==> src/rtl/modulator_pkg.sv <==
// Shared definitions for the modulator transmit path: scheduler state encoding
// and the default frame timing used by the modulator top-level.
package modulator_pkg;

    typedef enum logic [1:0] {
        ST_IDLE  = 2'd0,
        ST_SEND  = 2'd1,
        ST_GUARD = 2'd2
    } sched_state_e;

    localparam int SEND_HOLD_DEF    = 5000;
    localparam int FRAME_CYCLES_DEF = 3000000;

endpackage

==> src/rtl/rr_arbiter2.sv <==
// Two-input round-robin arbiter: combinational grant, registered last winner.
// last_id resets to 1 so requester 0 takes the first tie.
module rr_arbiter2 (
    input  logic       clk,
    input  logic       rst,
    input  logic [1:0] i_req,
    input  logic       i_accept,
    output logic [1:0] o_gnt,
    output logic       o_valid,
    output logic       o_winner
);

    logic r_last_id;
    logic w_winner;

    always_comb begin
        if (i_req == 2'b11) begin
            w_winner = ~r_last_id;
        end else begin
            w_winner = i_req[1];
        end
    end

    assign o_valid  = |i_req;
    assign o_winner = w_winner;
    assign o_gnt    = o_valid ? (w_winner ? 2'b10 : 2'b01) : 2'b00;

    always_ff @(posedge clk) begin
        if (rst) begin
            r_last_id <= 1'b1;
        end else if (i_accept && o_valid) begin
            r_last_id <= w_winner;
        end
    end

endmodule

==> src/rtl/modulator_tx_scheduler.sv <==
// Transmit scheduler: arbitrates two requesters, latches the winner's settings
// and sequences one send window plus guard time per grant.
module modulator_tx_scheduler
    import modulator_pkg::*;
#(
    parameter int SEND_HOLD    = SEND_HOLD_DEF,
    parameter int FRAME_CYCLES = FRAME_CYCLES_DEF,
    parameter int CW           = 22
) (
    input  logic       clk,
    input  logic       rst,
    input  logic [1:0] req,
    input  logic       mode0,
    input  logic       mode1,
    input  logic [4:0] msg0,
    input  logic [4:0] msg1,
    input  logic [2:0] cnt0,
    input  logic [2:0] cnt1,
    input  logic       abort,
    output logic [1:0] gnt,
    output logic       busy,
    output logic       mod_send,
    output logic       mod_mode,
    output logic [4:0] mod_message,
    output logic [2:0] mod_cnt,
    output logic       done,
    output logic       done_id
);

    localparam logic [CW-1:0] SEND_LAST  = CW'(SEND_HOLD - 1);
    localparam logic [CW-1:0] GUARD_LAST = CW'(FRAME_CYCLES - 1);

    sched_state_e r_state;
    sched_state_e w_state_nxt;
    logic [CW-1:0] r_cnt;
    logic        r_cur_id;
    logic [1:0]  r_gnt;
    logic        r_busy;
    logic        r_send;
    logic        r_mode;
    logic [4:0]  r_message;
    logic [2:0]  r_cnt_sel;
    logic        r_done;
    logic        r_done_id;

    logic [1:0]  w_arb_gnt;
    logic        w_arb_valid;
    logic        w_arb_winner;
    logic        w_grant;
    logic        w_send_term;
    logic        w_guard_term;
    logic        w_finish;
    logic [1:0]  w_gnt_nxt;
    logic        w_send_nxt;
    logic        w_busy_nxt;

    rr_arbiter2 u_arb (
        .clk      (clk),
        .rst      (rst),
        .i_req    (req),
        .i_accept (w_grant),
        .o_gnt    (w_arb_gnt),
        .o_valid  (w_arb_valid),
        .o_winner (w_arb_winner)
    );

    assign w_grant      = (r_state == ST_IDLE) && w_arb_valid;
    assign w_send_term  = (r_state == ST_SEND) && (r_cnt == SEND_LAST);
    // Guard time is counted from the cycle mod_send actually drops.
    assign w_guard_term = (r_state == ST_GUARD) && !r_send && (r_cnt == GUARD_LAST);
    assign w_finish     = (r_state != ST_IDLE) && (abort || w_guard_term);

    always_ff @(posedge clk) begin
        if (rst) begin
            r_state <= ST_IDLE;
        end else begin
            r_state <= w_state_nxt;
        end
    end

    always_comb begin
        w_state_nxt = r_state;
        case (r_state)
            ST_IDLE:  if (w_grant) w_state_nxt = ST_SEND;
            ST_SEND:  if (abort) w_state_nxt = ST_IDLE;
                      else if (w_send_term) w_state_nxt = ST_GUARD;
            ST_GUARD: if (w_finish) w_state_nxt = ST_IDLE;
            default:  w_state_nxt = ST_IDLE;
        endcase
    end

    always_comb begin
        w_gnt_nxt  = w_grant ? w_arb_gnt : 2'b00;
        w_send_nxt = (r_state == ST_SEND) && !abort;
        w_busy_nxt = (w_state_nxt != ST_IDLE);
    end

    always_ff @(posedge clk) begin
        if (rst) begin
            r_cnt <= '0;
        end else if (w_grant || w_finish || w_send_term) begin
            r_cnt <= '0;
        end else if ((r_state == ST_SEND) || ((r_state == ST_GUARD) && !r_send)) begin
            r_cnt <= r_cnt + CW'(1);
        end
    end

    always_ff @(posedge clk) begin
        if (rst) begin
            r_gnt     <= 2'b00;
            r_busy    <= 1'b0;
            r_send    <= 1'b0;
            r_done    <= 1'b0;
            r_done_id <= 1'b0;
            r_cur_id  <= 1'b0;
            r_mode    <= 1'b0;
            r_message <= 5'd0;
            r_cnt_sel <= 3'd0;
        end else begin
            r_gnt  <= w_gnt_nxt;
            r_busy <= w_busy_nxt;
            r_send <= w_send_nxt;
            r_done <= w_finish;
            if (w_finish) begin
                r_done_id <= r_cur_id;
            end
            if (w_grant) begin
                r_cur_id  <= w_arb_winner;
                r_mode    <= w_arb_winner ? mode1 : mode0;
                r_message <= w_arb_winner ? msg1 : msg0;
                r_cnt_sel <= w_arb_winner ? cnt1 : cnt0;
            end
        end
    end

    assign gnt         = r_gnt;
    assign busy        = r_busy;
    assign mod_send    = r_send;
    assign mod_mode    = r_mode;
    assign mod_message = r_message;
    assign mod_cnt     = r_cnt_sel;
    assign done        = r_done;
    assign done_id     = r_done_id;

endmodule

==> config.mk <==
export PLATFORM = sky130hd
export DESIGN_NAME = modulator_tx_scheduler
export DESIGN_NICKNAME = d
export VERILOG_FILES = /design/src/rtl/modulator_pkg.sv /design/src/rtl/rr_arbiter2.sv /design/src/rtl/modulator_tx_scheduler.sv
export SDC_FILE = /design/constraint.sdc
export NUM_CORES = 1
export LEC_CHECK = 0
export CORE_MARGIN = 3
export CORE_UTILIZATION = 50
export DETAILED_ROUTE_END_ITERATION = 12
export PLACE_DENSITY = 0.86
export REMOVE_ABC_BUFFERS = 1
export SYNTH_ARGS = -nofsm -noshare
export SYNTH_HDL_FRONTEND = slang
export SYNTH_SLANG_ARGS = --single-unit
==> constraint.sdc <==
create_clock -name clk -period 2.4 [get_ports clk]
set_input_delay 0.36 -clock clk [delete_from_list [all_inputs] [get_ports clk]]
set_output_delay 0.36 -clock clk [all_outputs]
set_load 0.03 [all_outputs]
==> flow_summary_export.csv, run 1 <==
group,metric,value,unit
run_status,outcome,"finished clean",
worst_setup_path,end_kind,"register",
clocking,numClockSinks,41,
synthesis,synth.distinct_cells,43,
route,drt_wl_total,3.77,mm
worst_setup_path,worst-path-max-fanout,22,
route,ant_nets,0,
grt,antenna_found_initial,0,
sta,rsz0062_at_grt,"no",
power_and_ir_drop,power_leakage,0.809,nW
synthesis,synthFlopType,"dfxtp_1",
placed_design,io_buffers,37,
worst_setup_path,critPathKind,"reg -> reg",
placed_design,gp_congestion,0.851,
worst_setup_path,ff2ff_path_depth,5,
synthesis,synth_edf_count,0,
grt,grt_pass1_wl,6.21,mm
floorplanning,core,3470,um^2
placed_design,dp_hpwl,2.71,mm
sta,setup_viol,0,
clocking,cts_max_level,2,
grt,grt_pass1_vias,1389,
route,via_per_inst,5.27,
synthesis,avgSynthCellArea,9.06,um^2
floorplanning,num_rows,21,
worst_setup_path,r2r-end,"r_cnt[12]",
floorplanning,die_y,67.0,um
cells_and_area,nets,268,
sta,post-route-min-period,2.19,ns
clocking,clk_path_buf_depth,2,
clocking,post_cts_resized,0,
grt,grt_max_degree,23,
power_and_ir_drop,p_per_area,583,nW/um^2
cells_and_area,layout-drive-gt1-share,0.0776,
route,wl_per_cell,13.0,um
synthesis,async_flop_share,0,
route,drc,0,
cells_and_area,design_area,2340,um^2
worst_setup_path,worstReg2RegStart,"r_cnt[6]",
synthesis,netlist_instances,205,
grt,grt_overflow,0,
route,vias,1535,
synthesis,synth_warnings,0,
sta,finClkSkew,0.00519,ns
sta,worst_pin_slew,0.502,ns
floorplanning,ios,38,
synthesis,yosysSeqAreaShare,0.442,
clocking,cts_tree,"built",
cells_and_area,syn2layout_area_growth,26.1,%
sta,drv_slew,0,
clocking,post_cts_buffers,0,
power_and_ir_drop,ir_drop,0.000317,V
sta,fin_hold_ws,0.477,ns
clocking,cts_made_buffers,5,
synthesis,synth_area,1860,um^2
sta,layout_worst_path_cycle_share,0.913,
floorplanning,dieArea,4480,um^2
worst_hold_path,worstHoldPathType,"reg -> reg",
worst_setup_path,startpoint,"r_cnt[6]",
worst_setup_path,rrSetupSlack,0.21,ns
sta,hold_viol,0,
route,first_pass_iters,4,
worst_setup_path,crit_path_start_kind,"register",
sta,fin_tns_setup,0,ns
route,drtIter0Drc,131,
sta,relSlewSlack,0.662,
worst_setup_path,cp.arrival,2.35,ns
sta,worst_slack,0.210,ns
clocking,cts.clk_slew.worst_paths,0.07,ns
clocking,root_buffer,"clkbuf_8",
flow_run,cap_violations,0,
worst_setup_path,cp_data_required_time,2.56,ns
sta,fmax,457,MHz
cells_and_area,diodes,0,
placed_design,place_area,2260,um^2
clocking,worstSkewPairLatency,0.29,ns
worst_setup_path,endpoint,"r_cnt[12]",
worst_hold_path,min_path_cells,2,
floorplanning,start_util,0.536,
synthesis,ys_seq_elements,41,
cells_and_area,fin_util,0.675,
clocking,holdBufCountCts,0,
grt,grt_usage,0.183,
placed_design,dpl_worst_slack,0.242,ns
floorplanning,die_x,67.0,um
how the worst min path moves through the flow:
stage | start | to | slack, ns
after global routing | r_cnt[1] | r_cnt[1] | 0.49
after CTS | r_cur_id | done_id | 0.47
after global placement | r_cnt[1] | r_cnt[1] | 0.46
final | r_cnt[1] | r_cnt[1] | 0.48
after floorplan | rst | done_id | 0.43
after detailed placement | r_cur_id | done_id | 0.46
state kept, by name (all words and copies together) (netlist names):
signal           cells
mod_message          5
mod_cnt              3
busy                 1
u_arb.r_last_id      1
r_cnt               22
done                 1
gnt                  2
mod_mode             1
done_id              1
r_cur_id             1
r_state              2
mod_send             1
metal layers:
metal,GRT usage,up-vias,routed length (um)
li1,-,800,-
met1,0.241,698,1760
met2,0.283,31,1780
met3,0.0422,6,160
met4,0.0835,0,76
met5,0,-,0
cells in the final DEF (no fill, tap or decap), drive strengths merged, types with 2 or more instances in the layout:
| cell type | Yosys | routed |
|---|---|---|
| dfxtp | 41 | 41 |
| nor2 | 40 | 40 |
| clkdlybuf4s50 | 0 | 37 |
| xor2 | 14 | 14 |
| nand2 | 12 | 12 |
| nand3 | 11 | 11 |
| a211oi | 11 | 11 |
| mux2i | 9 | 9 |
| xnor2 | 7 | 7 |
| nand4 | 6 | 6 |
| and3 | 6 | 6 |
| clkbuf | 3 | 6 |
| nor3 | 5 | 5 |
| a21oi | 4 | 4 |
| o21ai | 3 | 3 |
| buf | 5 | 3 |
| nor4 | 3 | 3 |
| inv | 2 | 2 |
| nor4b | 2 | 2 |
| or2 | 2 | 2 |
| a31oi | 2 | 2 |
| clkinv | 0 | 2 |
synth_stat cells, types with 3 or more instances:
| library cell | number | area share |
|---|---|---|
| xor2_1 | 14 | 0.066 |
| nor3_1 | 4 | 0.011 |
| mux2i_1 | 9 | 0.048 |
| clkbuf_1 | 3 | 0.0061 |
| nand3_1 | 11 | 0.030 |
| a211oi_1 | 9 | 0.036 |
| buf_2 | 3 | 0.0081 |
| o21ai_0 | 3 | 0.0081 |
| nand4_1 | 6 | 0.020 |
| dfxtp_1 | 41 | 0.44 |
| and3_1 | 5 | 0.017 |
| xnor2_1 | 7 | 0.033 |
| nor2_1 | 40 | 0.081 |
| a21oi_1 | 4 | 0.011 |
| nand2_1 | 12 | 0.024 |
power breakdown:
group / leakage (nW) / switching, mW / total [mW] / internal (mW)
registers: 0.334 / 0.0138 / 0.721 / 0.707
clock network: 0.0450 / 0.222 / 0.423 / 0.201
logic: 0.430 / 0.118 / 0.221 / 0.103
area by class of cell:
| type | instances | area, um^2 |
|---|---|---|
| Multi-Input combinational cell | 154 | 981 |
| Timing Repair Buffer | 40 | 393 |
| Sequential cell | 41 | 821 |
| Clock buffer | 6 | 72.6 |
| Tap cell | 46 | 57.6 |
| Inverter | 2 | 7.51 |
| Clock inverter | 2 | 10.0 |
| Fill cell | 277 | 1130 |
metrics by stage:
stage	cells	power [mW]
floorplan	197	0.853
global placement	283	0.955
detailed placement	283	0.958
CTS	291	1.38
global route	291	1.43
finish	291	1.37
critical path, cell delays in order (launching register included):
cell      delay (ns)
dfxtp_1         0.36
or4b_1          0.54
nor4_1          0.46
a21o_1          0.21
a2111o_2        0.39
nor2_1          0.10
cell families after synthesis:
group	synth area share
flip-flops	0.442
multiplexers	0.0485
AO/OA/AOI/OAI	0.112
AND/OR/NAND/NOR	0.262
buffers and inverters	0.0303
XOR/XNOR	0.0990
adder cells (fa/ha/maj)	0.00673
No activity file was read; power rests on OpenSTA's default activity.
==> inputs of run 2 (changes only) <==
--- a/config.mk
+++ b/config.mk
@@ -6,9 +6,11 @@
 export NUM_CORES = 1
 export LEC_CHECK = 0
 export CORE_MARGIN = 3
-export CORE_UTILIZATION = 50
+export CORE_UTILIZATION = 65
+export CTS_BUF_LIST = sky130_fd_sc_hd__clkbuf_8
 export DETAILED_ROUTE_END_ITERATION = 12
-export PLACE_DENSITY = 0.86
+export DONT_BUFFER_PORTS = 1
+export PLACE_DENSITY = 0.89
 export REMOVE_ABC_BUFFERS = 1
 export SYNTH_ARGS = -nofsm -noshare
 export SYNTH_HDL_FRONTEND = slang
==> flow_summary_export.csv, run 2 (synthesis gave the netlist of run 1 again) <==
group,metric,value,unit
run_status,outcome,"finished clean",
flow_run,cap_violations,0,
power_and_ir_drop,power_leakage,0.688,nW
clocking,holdBufCountCts,0,
clocking,cts_max_level,2,
clocking,worstSkewPairLatency,0.29,ns
floorplanning,core,2590,um^2
floorplanning,dieArea,3540,um^2
sta,fmax,447,MHz
clocking,numClockSinks,41,
worst_setup_path,cp.arrival,2.40,ns
placed_design,dp.cells,230,
cells_and_area,fillers,170,
route,first_pass_iters,4,
cells_and_area,nets,231,
cells_and_area,layout-drive-gt1-share,0.0913,
clocking,cts_made_buffers,5,
sta,rsz0062_at_grt,"no",
worst_setup_path,worst-path-max-fanout,22,
worst_setup_path,ff2ff_path_depth,5,
cells_and_area,design_area,1990,um^2
sta,fin_hold_ws,0.129,ns
worst_setup_path,r2r-end,"r_cnt[14]",
grt,antenna_found_initial,0,
route,ant_nets,0,
clocking,post_cts_resized,0,
grt,grt_pass1_wl,6.74,mm
worst_setup_path,worstPathCellList,"or4b_1 > nor4_1 > a21o_1 > a2111o_2 > nor2_1",
grt,grt_usage,0.259,
sta,hold_viol,0,
worst_setup_path,cp_data_required_time,2.56,ns
cells_and_area,fin_util,0.767,
power_and_ir_drop,ir_drop,0.000854,V
route,vias,1500,
floorplanning,die_x,59.5,um
route,drt_wl_total,3.92,mm
clocking,cts.clk_slew.worst_paths,0.08,ns
sta,post-route-min-period,2.24,ns
worst_setup_path,worstReg2RegStart,"r_cnt[6]",
worst_setup_path,path_buf_inv,0,
route,wl_per_cell,16.5,um
grt,grt_overflow,0,
worst_setup_path,critPathKind,"reg -> reg",
sta,setup_viol,0,
cells_and_area,syn2layout_area_growth,6.87,%
power_and_ir_drop,power,1.43,mW
cells_and_area,final_common_cell,"dfxtp_1",
sta,fin_tns_setup,0,ns
worst_setup_path,startpoint,"r_cnt[6]",
worst_setup_path,endpoint,"r_cnt[14]",
sta,layout_worst_path_cycle_share,0.933,
sta,finClkSkew,0.00706,ns
worst_setup_path,cp_top_family,"simple AND/OR/NAND/NOR gates",
clocking,clk_path_buf_depth,2,
grt,grt_pass1_vias,1469,
route,via_per_inst,6.30,
floorplanning,num_rows,18,
placed_design,gp_congestion,0.884,
placed_design,place_area,1870,um^2
worst_hold_path,worstHoldPathType,"in -> reg",
grt,grt_max_degree,23,
worst_setup_path,cpMaxStageDelayCell,"or4b_1",
cells_and_area,final_cell_count_no_fill,238,
placed_design,dpl_worst_slack,0.215,ns
clocking,post_cts_buffers,0,
cells_and_area,mostFrequentLayoutCells,"41 x dfxtp_1, 40 x nor2_1, 14 x xor2_1",
worst_setup_path,end_kind,"register",
sta,relSlewSlack,0.640,
sta,drv_slew,0,
cells_and_area,diodes,0,
sta,worst_pin_slew,0.535,ns
worst_setup_path,crit_path_start_kind,"register",
route,drtIter0Drc,102,
clocking,cts_tree,"built",
worst_setup_path,rrSetupSlack,0.16,ns
cells_and_area,regMostFlops,"r_cnt",
power_and_ir_drop,p_per_area,719,nW/um^2
floorplanning,die_y,59.5,um
route,drc,0,
cells_and_area,largest_register_ffs,22,
placed_design,dp_hpwl,2.89,mm
floorplanning,start_util,0.717,
floorplanning,ios,38,
sta,worst_slack,0.161,ns
worst_setup_path,max_stage_delay,0.55,ns
worst_setup_path,crit_cells,5,
placed_design,io_buffers,0,
clocking,root_buffer,"clkbuf_8",
worst_hold_path,min_path_cells,1,
==> run 2: cell count changes in the layout (fill, tap and decap cells not counted), sizes merged <==
cell           previous run  this run
clkdlybuf4s50            37         0
inv                       2         3
bufinv                    0         1
clkinv                    2         0
==> run 2: routing by layer <==
metal	up-vias	GRT usage	share of wire
li1	725	-	-
met1	703	0.308	0.40
met2	62	0.396	0.51
met3	10	0.100	0.063
met4	0	0.142	0.020
met5	-	0	0
==> run 2: cell type report <==
type | count | area (um^2) | share of cell area
multi-input cells | 154 | 981 | 0.494
clock buffers | 6 | 82.6 | 0.0416
well taps | 30 | 37.5 | 0.0189
repair buffers | 3 | 22.5 | 0.0113
clock inverters | 2 | 33.8 | 0.0170
flip-flops and latches | 41 | 821 | 0.413
inverters | 2 | 7.51 | 0.00378
==> run 2: where the power goes <==
group | leakage [nW] | internal (mW) | switching, mW
sequential | 0.334 | 0.707 | 0.0587
combinational | 0.291 | 0.0386 | 0.0596
clock | 0.0626 | 0.335 | 0.228
==> run 2: worst min path at each step <==
stage	start	to	slack, ns
2_1_floorplan	rst	done_id	0.43
3_3_place_gp	rst	done_id	0.43
3_5_place_dp	rst	mod_message[4]	0.44
4_1_cts	rst	mod_message[4]	0.12
5_1_grt	rst	mod_message[4]	0.11
6_report	rst	done_id	0.13
==> variant 1, RTL diff (settings of run 1) <==
`CW`: 22 -> 44.
--- a/src/rtl/modulator_tx_scheduler.sv
+++ b/src/rtl/modulator_tx_scheduler.sv
@@ -7,3 +7,3 @@
     parameter int FRAME_CYCLES = FRAME_CYCLES_DEF,
-    parameter int CW           = 22
+    parameter int CW           = 44
 ) (
Function: same outputs for any inputs over 10 cycles, from zero or initial values and one cycle with rst high; that may be too few to reach the edited logic, so the function may still have changed.
==> variant 1 against run 1 <==
Setup slack improved by 0.031 ns. Wire length increased by 100%. Clock power increased by 150%. Synthesized area increased by 68%. Via count increased by 85%. Cell count increased by 63%. Non-clock buffer count increased by 9. Final area increased by 64%. Hold slack improved by 0.018 ns. Sequential cell count increased by 22. Total power increased by 76%. Critical endpoint is now r_cnt[38]. Largest cell class unchanged.
==> variant 1: results (changes against run 1) <==
status finished clean (unchanged); post-synthesis compound-gate area fraction 0.09014 (was 0.1118); Syn Area/Cell 8.748 um^2 (was 9.064 um^2); met2 Use GR 0.3609 (was 0.2834); Critical Path AT 2.43 ns (was 2.35 ns); detailed-route via count 2845 (was 1535); CP Max Fanout 11 (was 22); Worst-Skew Late Latency 0.34 ns (was 0.29 ns); share of cells above drive strength 1 0.08543 (was 0.07755); Layout clock area frac 0.06040 (was 0.03526); invs w/o clock 5 (was 2); internal power 1.828 mW (was 1.011 mW); fraction of area in multi-input gates 0.4545 (was 0.4188); nets 417 (was 268); Seq/Total Area, Yosys 0.4038 (was 0.4418); met2 wire len 3786 um (was 1776 um); Layout Cells excl Fill 473 (was 291); multi-input logic area 1742 um^2 (was 980.9 um^2); GRT Util Overall 0.2228 (was 0.1835); DP Area 3601 um^2 (was 2260 um^2); vias in the first global route 2735 (was 1389); largest cells by area after synthesis dfxtp_1, nor3_1, xnor2_1 (was dfxtp_1, nor2_1, xor2_1); largest net degree at the start of global routing 45 (was 23); RePlAce Congestion 0.8062 (was 0.8505); XOR/XNOR Fraction of Synth Area 0.1178 (was 0.09899); Synth cell types 45 (was 43); fin crit share 0.8998 (was 0.9125); Post-synth top cells dfxtp_1, nor3_1, xnor2_1 (was dfxtp_1, nor2_1, xor2_1); grt met3 use 0.06311 (was 0.04216); DRT iter0 DRCs 210 (was 131); fillcell total 468 (was 277)
variant 1: cell types whose count changed in the layout (fill, tap and decap cells not counted), moves of 7 or more:
cell            run 1  this run
and4_1              0        10
buf_4               3        10
dfxtp_1            41        63
nor2_1             40        22
nor3_1              4        59
nor4_1              2        15
xnor2_1             7        28
variant 1: final timing paths:
path | from | endpoint | cells after the start
worst min-delay path | done_id | done_id | 2
worst min register to register | done_id | done_id | 2
worst max register to register | r_state[0] | r_cnt[38] | 5
worst max-delay path | r_state[0] | r_cnt[38] | 5
variant 1: power by group through the flow:
stage          registers [mW]  clock network (mW)  logic [mW]
5_1_grt                  1.09                1.11       0.286
3_3_place_gp             1.11                   0       0.259
4_1_cts                  1.09                1.06       0.268
3_5_place_dp             1.11                   0       0.265
2_1_floorplan            1.15                   0      0.0922
6_report                 1.09                1.04       0.266
==> variant 2, RTL diff (config.mk and constraints of run 1) <==
Made on the original files. Reset style: asynchronous (`rst`), changed in 4 clocked blocks.
--- a/src/rtl/rr_arbiter2.sv
+++ b/src/rtl/rr_arbiter2.sv
@@ -27,3 +27,3 @@
 
-    always_ff @(posedge clk) begin
+    always_ff @(posedge clk or posedge rst) begin
         if (rst) begin
--- a/src/rtl/modulator_tx_scheduler.sv
+++ b/src/rtl/modulator_tx_scheduler.sv
@@ -72,3 +72,3 @@
 
-    always_ff @(posedge clk) begin
+    always_ff @(posedge clk or posedge rst) begin
         if (rst) begin
@@ -97,3 +97,3 @@
 
-    always_ff @(posedge clk) begin
+    always_ff @(posedge clk or posedge rst) begin
         if (rst) begin
@@ -107,3 +107,3 @@
 
-    always_ff @(posedge clk) begin
+    always_ff @(posedge clk or posedge rst) begin
         if (rst) begin
Formal check against the unedited RTL: differs if rst is asserted again (counterexample within 4 cycles, from zero or initial values and one cycle with rst high); with rst held inactive, the same outputs for 10 cycles.
==> variant 2 against run 1 <==
Wire length grew 34%. Sequential cell count is the same. Synthesized area grew 16%. Final area grew 17%. First-iteration DRC count shrank 15%. Die area grew 15%. Critical endpoint is now r_cnt[18]. Critical path type unchanged. Setup slack gained 0.21 ns.
Power is not compared: it rests on default switching activity, and its combinational part moved more than twofold at a synthesized area within 25%.
==> variant 2: results (changes against run 1) <==
WL/cell 16.96 um (was 12.95 um); status finished clean (unchanged); nets 271 (was 268); Worst Reg-to-Reg Cells 4 (was 5); Worst Skew 0.007989 ns (was 0.005187 ns); diode count 0 (unchanged); P_seq 0.892 mW; post-synthesis async set-or-reset flop share 1.000 (was 0); CTS Buf Count 5 (unchanged); WL met3 154 um (was 160 um); global-route wire length before repair 8376 um (was 6210 um); Critical Path AT 2.19 ns (was 2.35 ns); RePlAce Congestion 0.8417 (was 0.8505); HPWL after DPL 3610 um (was 2709 um); share of cells above drive strength 1 0.1169 (was 0.07755); Worst path max stage delay 0.50 ns (was 0.54 ns); detailed-route via count 1818 (was 1535); total power 2.173 mW; Site Rows 23 (was 21); Synth cell types 46 (was 43); I/O Buffers 37 (unchanged); Reg clk slew, reported paths 0.09 ns (was 0.07 ns); Post-synth top cells dfrtp_1, nor3_1, o21ai_0 (was dfxtp_1, nor2_1, xor2_1); met2 wire len 2511 um (was 1776 um); CP Max Fanout 12 (was 22); actual slew at the worst max-slew pin 0.5085 ns (was 0.5023 ns); Seq/Total Area, Yosys 0.4762 (was 0.4418); DP Area 2614 um^2 (was 2260 um^2); mux share of post-synthesis cell area 0.02378 (was 0.04848); XOR/XNOR Fraction of Synth Area 0.04060 (was 0.09899); CP max stage cell or4_1 (was or4b_1); largest cells by area after synthesis dfrtp_1, xor2_1, a211oi_1 (was dfxtp_1, nor2_1, xor2_1); DRT iter0 DRCs 111 (was 131); GRT Util Overall 0.2064 (was 0.1835); adder-cell share of the synthesized area 0.005800 (was 0.006734); largest net degree at the start of global routing 42 (was 23); metal1 wirelength 2295 um (was 1755 um); post-synthesis compound-gate area fraction 0.1885 (was 0.1118)
variant 2: changes by cell type after synthesis, moves of 7 or more:
cell	before	now
dfrtp_1	0	40
o31ai_1	0	7
nor2_1	40	4
o21ai_0	3	11
nor3_1	4	12
or4_1	0	7
dfxtp_1	41	0
variant 2: path summary, 6_finish.rpt:
path | startpoint | to | slack, ns
max in group asynchronous | rst | u_arb.r_last_id | 1.53
worst max register to register | r_state[1] | r_cnt[18] | 0.42
worst min-delay path | mod_message[3] | mod_message[3] | 0.49
worst max-delay path | r_state[1] | r_cnt[18] | 0.42
worst min register to register | mod_message[3] | mod_message[3] | 0.49
min in group asynchronous | rst | mod_message[4] | 0.50
variant 2: per-stage QoR:
| stage | setup WS [ns] | std cells | hold WS, ns |
|---|---|---|---|
| finish | 0.4171 | 298 | 0.4853 |
| global route | 0.2528 | 298 | 0.5067 |
| CTS | 0.4376 | 298 | 0.4897 |
| detailed placement | 0.4749 | 290 | 0.4714 |
| global placement | 0.5461 | 290 | 0.4607 |
| floorplan | 0.1757 | 193 | 0.4231 |
variant 2: cell families after synthesis:
kind of cell / after synthesis
AO/OA/AOI/OAI: 53
XOR/XNOR: 10
adder cells (fa/ha/maj): 1
buffers and inverters: 13
flip-flops: 41
multiplexers: 5
AND/OR/NAND/NOR: 80
variant 2: routing by layer:
layer  vias up  track usage
li1        882            -
met4         0      0.07307
met5         -            0
met3        10      0.04348
met2        37       0.3337
met1       889       0.2745
variant 2: cell type report:
class	instances	area, um^2
flip-flops and latches	41	1027
multi-input cells	149	1067
clock inverters	3	46.29
repair buffers	47	445.4
fillers	318	1358
clock buffers	5	68.82
well taps	50	62.56
inverters	3	11.26
